<file path="src/rtl/seven_seg_scan_ctrl.sv">


module seven_seg_scan_ctrl #(
  parameter int NUM_DIGITS   = 4,
  parameter int REFRESH_DIV  = 1000,
  parameter int BLANK_CYCLES = 2
) (
  input  logic                    clk,
  input  logic                    rst,
  input  logic                    load,
  input  logic [4*NUM_DIGITS-1:0] digits_in,
  input  logic [NUM_DIGITS-1:0]   dp_in,
  input  logic                    lz_en,
  output logic [3:0]              bcd_out,
  input  logic [6:0]              seg_in,
  output logic [6:0]              seg_out,
  output logic                    dp_out,
  output logic [NUM_DIGITS-1:0]   an_out,
  output logic                    frame_done
);

  localparam int MAX_CNT = (REFRESH_DIV > BLANK_CYCLES) ? REFRESH_DIV : BLANK_CYCLES;
  localparam int CNT_W   = (MAX_CNT > 1) ? $clog2(MAX_CNT) : 1;
  localparam int IDX_W   = $clog2(NUM_DIGITS);

  localparam logic [CNT_W-1:0] BLANK_LAST = CNT_W'(BLANK_CYCLES - 1);
  localparam logic [CNT_W-1:0] SHOW_LAST  = CNT_W'(REFRESH_DIV - 1);
  localparam logic [IDX_W-1:0] IDX_LAST   = IDX_W'(NUM_DIGITS - 1);

  typedef enum logic {
    ST_BLANK = 1'b0,
    ST_SHOW  = 1'b1
  } state_t;

  state_t                  state_q, state_d;
  logic [CNT_W-1:0]        cnt_q, cnt_d;
  logic [IDX_W-1:0]        idx_q, idx_d;
  logic [NUM_DIGITS-1:0]   an_q, an_d;
  logic [4*NUM_DIGITS-1:0] disp_q, disp_d;
  logic [4*NUM_DIGITS-1:0] pend_q, pend_d;
  logic [NUM_DIGITS-1:0]   disp_dp_q, disp_dp_d;
  logic [NUM_DIGITS-1:0]   pend_dp_q, pend_dp_d;
  logic                    pend_vld_q, pend_vld_d;
  logic                    wrap;

  logic [3:0]              cur_bcd;
  logic [NUM_DIGITS-1:0]   lead_zero;
  logic                    suppressed;

  always_ff @(posedge clk) begin
    if (rst) begin
      state_q    <= ST_BLANK;
      cnt_q      <= '0;
      idx_q      <= '0;
      an_q       <= '1;
      disp_q     <= '0;
      pend_q     <= '0;
      disp_dp_q  <= '0;
      pend_dp_q  <= '0;
      pend_vld_q <= 1'b0;
    end else begin
      state_q    <= state_d;
      cnt_q      <= cnt_d;
      idx_q      <= idx_d;
      an_q       <= an_d;
      disp_q     <= disp_d;
      pend_q     <= pend_d;
      disp_dp_q  <= disp_dp_d;
      pend_dp_q  <= pend_dp_d;
      pend_vld_q <= pend_vld_d;
    end
  end

  always_comb begin
    state_d = state_q;
    cnt_d   = cnt_q + 1'b1;
    idx_d   = idx_q;
    wrap    = 1'b0;
    case (state_q)
      ST_BLANK: begin
        if (cnt_q == BLANK_LAST) begin
          state_d = ST_SHOW;
          cnt_d   = '0;
        end
      end
      ST_SHOW: begin
        if (cnt_q == SHOW_LAST) begin
          state_d = ST_BLANK;
          cnt_d   = '0;
          if (idx_q == IDX_LAST) begin
            idx_d = '0;
            wrap  = 1'b1;
          end else begin
            idx_d = idx_q + 1'b1;
          end
        end
      end
      default: state_d = ST_BLANK;
    endcase

    // Anodes are registered from the next state so they line up with state_q.
    an_d = '1;
    if (state_d == ST_SHOW) an_d[idx_d] = 1'b0;
  end

  always_comb begin
    disp_d     = disp_q;
    disp_dp_d  = disp_dp_q;
    pend_d     = pend_q;
    pend_dp_d  = pend_dp_q;
    pend_vld_d = pend_vld_q;
    if (load) begin
      pend_d     = digits_in;
      pend_dp_d  = dp_in;
      pend_vld_d = 1'b1;
    end
    // A load landing on the wrap bypasses the pending copy entirely.
    if (wrap) begin
      if (load) begin
        disp_d     = digits_in;
        disp_dp_d  = dp_in;
        pend_vld_d = 1'b0;
      end else if (pend_vld_q) begin
        disp_d     = pend_q;
        disp_dp_d  = pend_dp_q;
        pend_vld_d = 1'b0;
      end
    end
  end

  always_comb begin
    logic run;
    run       = 1'b1;
    lead_zero = '0;
    for (int k = NUM_DIGITS - 1; k >= 0; k--) begin
      run          = run && (disp_q[4*k +: 4] == 4'd0);
      lead_zero[k] = run;
    end
  end

  always_comb begin
    cur_bcd    = disp_q[4*idx_q +: 4];
    suppressed = lz_en && (idx_q != '0) && lead_zero[idx_q];
    bcd_out    = cur_bcd;
    an_out     = an_q;
    frame_done = wrap;
    seg_out    = 7'h00;
    dp_out     = 1'b0;
    if (state_q == ST_SHOW) begin
      dp_out = disp_dp_q[idx_q];
      if (!suppressed && (cur_bcd <= 4'd9)) seg_out = seg_in;
    end
  end

endmodule

</file>
<file path="config.mk">
export PLATFORM = sky130hd
export DESIGN_NAME = seven_seg_scan_ctrl
export DESIGN_NICKNAME = d
export VERILOG_FILES = /design/src/rtl/seven_seg_scan_ctrl.sv
export SDC_FILE = /design/constraint.sdc
export NUM_CORES = 1
export LEC_CHECK = 0
export ABC_AREA = 0
export BUFFER_PORTS_ARGS = -buffer_cell sky130_fd_sc_hd__buf_2
export CORE_MARGIN = 1
export CORE_UTILIZATION = 54
export CTS_CLUSTER_SIZE = 14
export DETAILED_ROUTE_END_ITERATION = 7
export GPL_TIMING_DRIVEN = 0
export MAX_ROUTING_LAYER = met4
export PLACE_DENSITY_LB_ADDON = 0.12
export SLEW_MARGIN = 20
export SYNTH_ARGS = -nofsm -noshare
export SYNTH_HDL_FRONTEND = slang
export SYNTH_SLANG_ARGS = --single-unit
</file>
<file path="constraint.sdc">
create_clock -name clk -period 2.5 [get_ports clk]
set_clock_uncertainty 0.05 [all_clocks]
set_input_delay 0 -clock clk [delete_from_list [all_inputs] [get_ports clk]]
set_output_delay 0 -clock clk [all_outputs]
set_load 0.1 [all_outputs]
</file>
==> out/results.tsv <==
stage	metric	value	unit
synthesis	Syn Std Cell Area	0.00240	mm^2
detailed_routing	DRT Pass-1 Iters	4	
layout	layout cells sized above 1	25.9	%
global_routing	first-pass GRT wire length	8730	um
die	io pins	48	
cts	CTS root buf	clkbuf_8	
worst_setup_path	reg-to-reg endpoint	disp_q[10]	
timing	Slew HR	51.2	%
synthesis	EDFF count, synth	0	
job	total of max-cap violations	0	
synthesis	total number of yosys warnings	0	
place	Post-Place Cells	347	
detailed_routing	vias per std cell	5.54	
synthesis	Yosys cell types	28	
die	Die Y	68.6	um
die	die area	0.00471	mm^2
layout	final std cells w/o fill	382	
die	area of the core	0.00414	mm^2
place	pre-CTS setup slack	0.385	ns
timing	Setup-failing EPs final	0	
power_and_ir_drop	VDD IR max	0.000511	V
power_and_ir_drop	Final Power	2.14	mW
synthesis	register area share after synthesis	48.4	%
cts	clk sinks	58	
cts	CTS tree	yes	
cts	clk_lat worst skew	0.34	ns
global_routing	grt ovf	0	
layout	diodes inserted	0	
cts	CTS Buffer Depth	2	
worst_setup_path	r2r worst-path depth	5	
timing	Max Clk Rate	425	MHz
synthesis	async set-reset flop share out of synthesis	0	%
synthesis	Mean Syn Cell Area	9.55	um^2
die	row count	23	
synthesis	count leader, synth	dfxtp_1	
synthesis	Post-synth top cells	dfxtp_1, nor2_1, a211oi_1, mux2i_1, nor3_1	
detailed_routing	Routed Antenna Nets	0	
timing	final period utilization	94.0	%
synthesis	Syn Nets	286	
cts	CTS clock-pin slew for the worst setup and hold paths	0.06	ns
synthesis	largest cells by area after synthesis	dfxtp_1, nor2_1, mux2i_1	
timing	Final Hold Fails	0	
power_and_ir_drop	combinational share of power	14.5	%
cts	postcts setup bufs	0	
global_routing	initial antenna violation count	0	
min_path	Hold Path Class	primary input to flip-flop	
cts	CTS Buf Count	9	
worst_setup_path	worst reg2reg setup slack	0.50	ns
power_and_ir_drop	Leakage	1.27	nW
power_and_ir_drop	Switch Pwr	0.586	mW
place	GP Congestion	0.822	
cts	# H-tree levels	3	
worst_setup_path	CP arrival	2.30	ns
timing	final worst slack	0.149	ns
detailed_routing	average routed wire per standard cell	14.5	um
detailed_routing	Routed WL	5540	um
timing	minimum clock period	2.35	ns
place	IO buf count	45	
detailed_routing	Starting DRT DRC Count	122	
power_and_ir_drop	switch share	27.4	%
worst_setup_path	CP startpoint kind	flip-flop	
global_routing	largest net degree at the start of global routing	11	
worst_setup_path	crit path capture type	primary output	
worst_setup_path	Critical Path End	seg_out[4]	
synthesis	post-synth top area share	48.4	%
worst_setup_path	crit path kind	flip-flop to primary output	
die	die width	68.6	um
synthesis	post-synthesis register bit count	58	
synthesis	Post-synth top flop	dfxtp_1	
worst_setup_path	Crit Reg-Reg Startpoint	cnt_q[0]	
detailed_routing	vias after detailed routing	2117	
run_status	outcome	finished clean	
timing	Final Slew Violations	0	
timing	RSZ-0062 raised after global routing	no	
worst_setup_path	slowest CP cell	dfxtp_1	
global_routing	number of global-route vias before repair	1941	
worst_setup_path	CP Max Fanout	10	
synthesis	Cells after Synth	251	
worst_setup_path	CP cell instances	clkbuf_2 > inv_1 > ha_1 > nand3b_1 > a211oi_2 > buf_4 > nor3b_2 > buf_2	
detailed_routing	DRC Markers	0	
worst_setup_path	CP max stage delay	0.35	ns
layout	Layout area overhead	32.6	%
power_and_ir_drop	Flop pwr share	45.8	%
power_and_ir_drop	power per cell area	672	mW/mm^2
power_and_ir_drop	Int Pwr	1.55	mW
timing	Worst-Margin Slew	0.732	ns
worst_setup_path	worst path required time	2.45	ns
layout	Final nets	363	
place	HPWL Detailed	3690	um
synthesis	Synth area leader	dfxtp_1	
global_routing	overall routing resource usage	27.1	%
power_and_ir_drop	clock network power share	39.8	%
worst_setup_path	Critical path origin	idx_q[1]	
die	starting density of the core	57.9	%
## per-stage QoR
stage	cell area [um^2]	utilization, %	hold slack [ns]	TNS [ns]
after global routing	3180	76.7	0.0834	0
after detailed placement	2770	66.9	0.224	0
after floorplan	2470	-	0.117	-1.45
after global placement	2760	66.6	0.214	-1.28
after CTS	3180	76.7	0.0309	0
final	3180	76.7	0.0637	0
## area by class of cell
| cell class | instances | area, um^2 |
|---|---|---|
| inverter | 6 | 22.5 |
| fill | 312 | 966 |
| timing repair buffer | 66 | 433 |
| clock inverter | 1 | 5.00 |
| multi-input combinational | 171 | 1220 |
| tap | 50 | 62.6 |
| clock buffer | 14 | 194 |
| sequential | 58 | 1160 |
| buffer | 16 | 73.8 |
## critical path: cells and delay by family (launching register included)
kind / cells / cell delay, ns
flip-flops: 1 / 0.35
adder cells (fa/ha/maj): 1 / 0.18
AO/OA/AOI/OAI: 1 / 0.29
AND/OR/NAND/NOR: 2 / 0.23
buffers and inverters: 4 / 0.91
## cells by family after synthesis
group	Yosys count	share of synthesized area [%]
adders and majority gates	4	2.09
DFF	58	48.4
xor gates and xnor gates	8	2.92
muxes	25	13.0
and+or+nand+nor	102	20.5
AOI/OAI and AO/OA	32	9.29
buffers and inverters	22	3.71
## worst min path at each step
stage	startpoint	endpoint	slack (ns)	cells after the start
after detailed placement	digits_in[8]	pend_q[8]	0.22	3
after floorplan	dp_in[0]	pend_dp_q[0]	0.12	2
final	load	pend_q[14]	0.06	3
after CTS	load	pend_q[14]	0.03	3
after global routing	load	pend_q[14]	0.08	3
after global placement	digits_in[8]	pend_q[8]	0.21	3
## layer usage
| layer | routed length [um] | part of all wire, % | up-vias | GRT usage (%) |
|---|---|---|---|---|
| met1 | 2560 | 46 | 986 | 33.2 |
| met3 | 348 | 6.3 | 14 | 6.09 |
| met5 | 0 | 0 | - | - |
| met4 | 141 | 2.5 | 0 | 13.3 |
| met2 | 2500 | 45 | 78 | 42.0 |
| li1 | - | - | 1039 | - |
## sequential cells by signal, indices dropped and copies added (netlist names)
register and flops:
cnt_q 10, disp_dp_q 4, state_q 1, pend_vld_q 1, pend_q 16, an_out 4
pend_dp_q 4, disp_q 16, idx_q 2
## cells in the final DEF, fill, tap and decap left out, types with 2 or more instances in the layout
master	synthesis	layout
nand4_1	3	3
nor2_1	55	55
nor3b_2	0	4
nor4_1	6	6
or3_1	2	2
nand3_1	4	4
nor3_1	10	9
clkbuf_8	0	12
dlygate4sd3_1	0	20
mux2i_1	20	20
o21ai_0	6	5
dfxtp_1	58	57
ha_1	4	4
a21oi_1	3	3
xor2_1	2	2
inv_1	6	6
clkbuf_1	9	9
and2_1	2	2
buf_2	5	49
a211oi_1	22	21
xnor2_1	6	6
mux4_2	5	5
buf_1	2	2
nor3b_4	0	3
nand2_1	7	6
## repair_timing
action | in CTS | in global routing
hold buffers | 20 | 0
endpoints found under the hold margin | 22 | 0
resized for setup | 1 | 0
endpoints found under the setup margin | 1 | 0
## power groups by stage
| stage | Clock [mW] | Sequential (mW) | Combinational [mW] |
|---|---|---|---|
| finish | 0.850 | 0.978 | 0.309 |
| CTS | 0.859 | 0.977 | 0.307 |
| global route | 0.903 | 0.982 | 0.332 |
| detailed placement | 0 | 0.998 | 0.283 |
| global placement | 0 | 0.996 | 0.279 |
| floorplan | 0 | 1.02 | 0.201 |
Note: power is estimated with default switching activity, not from simulation.
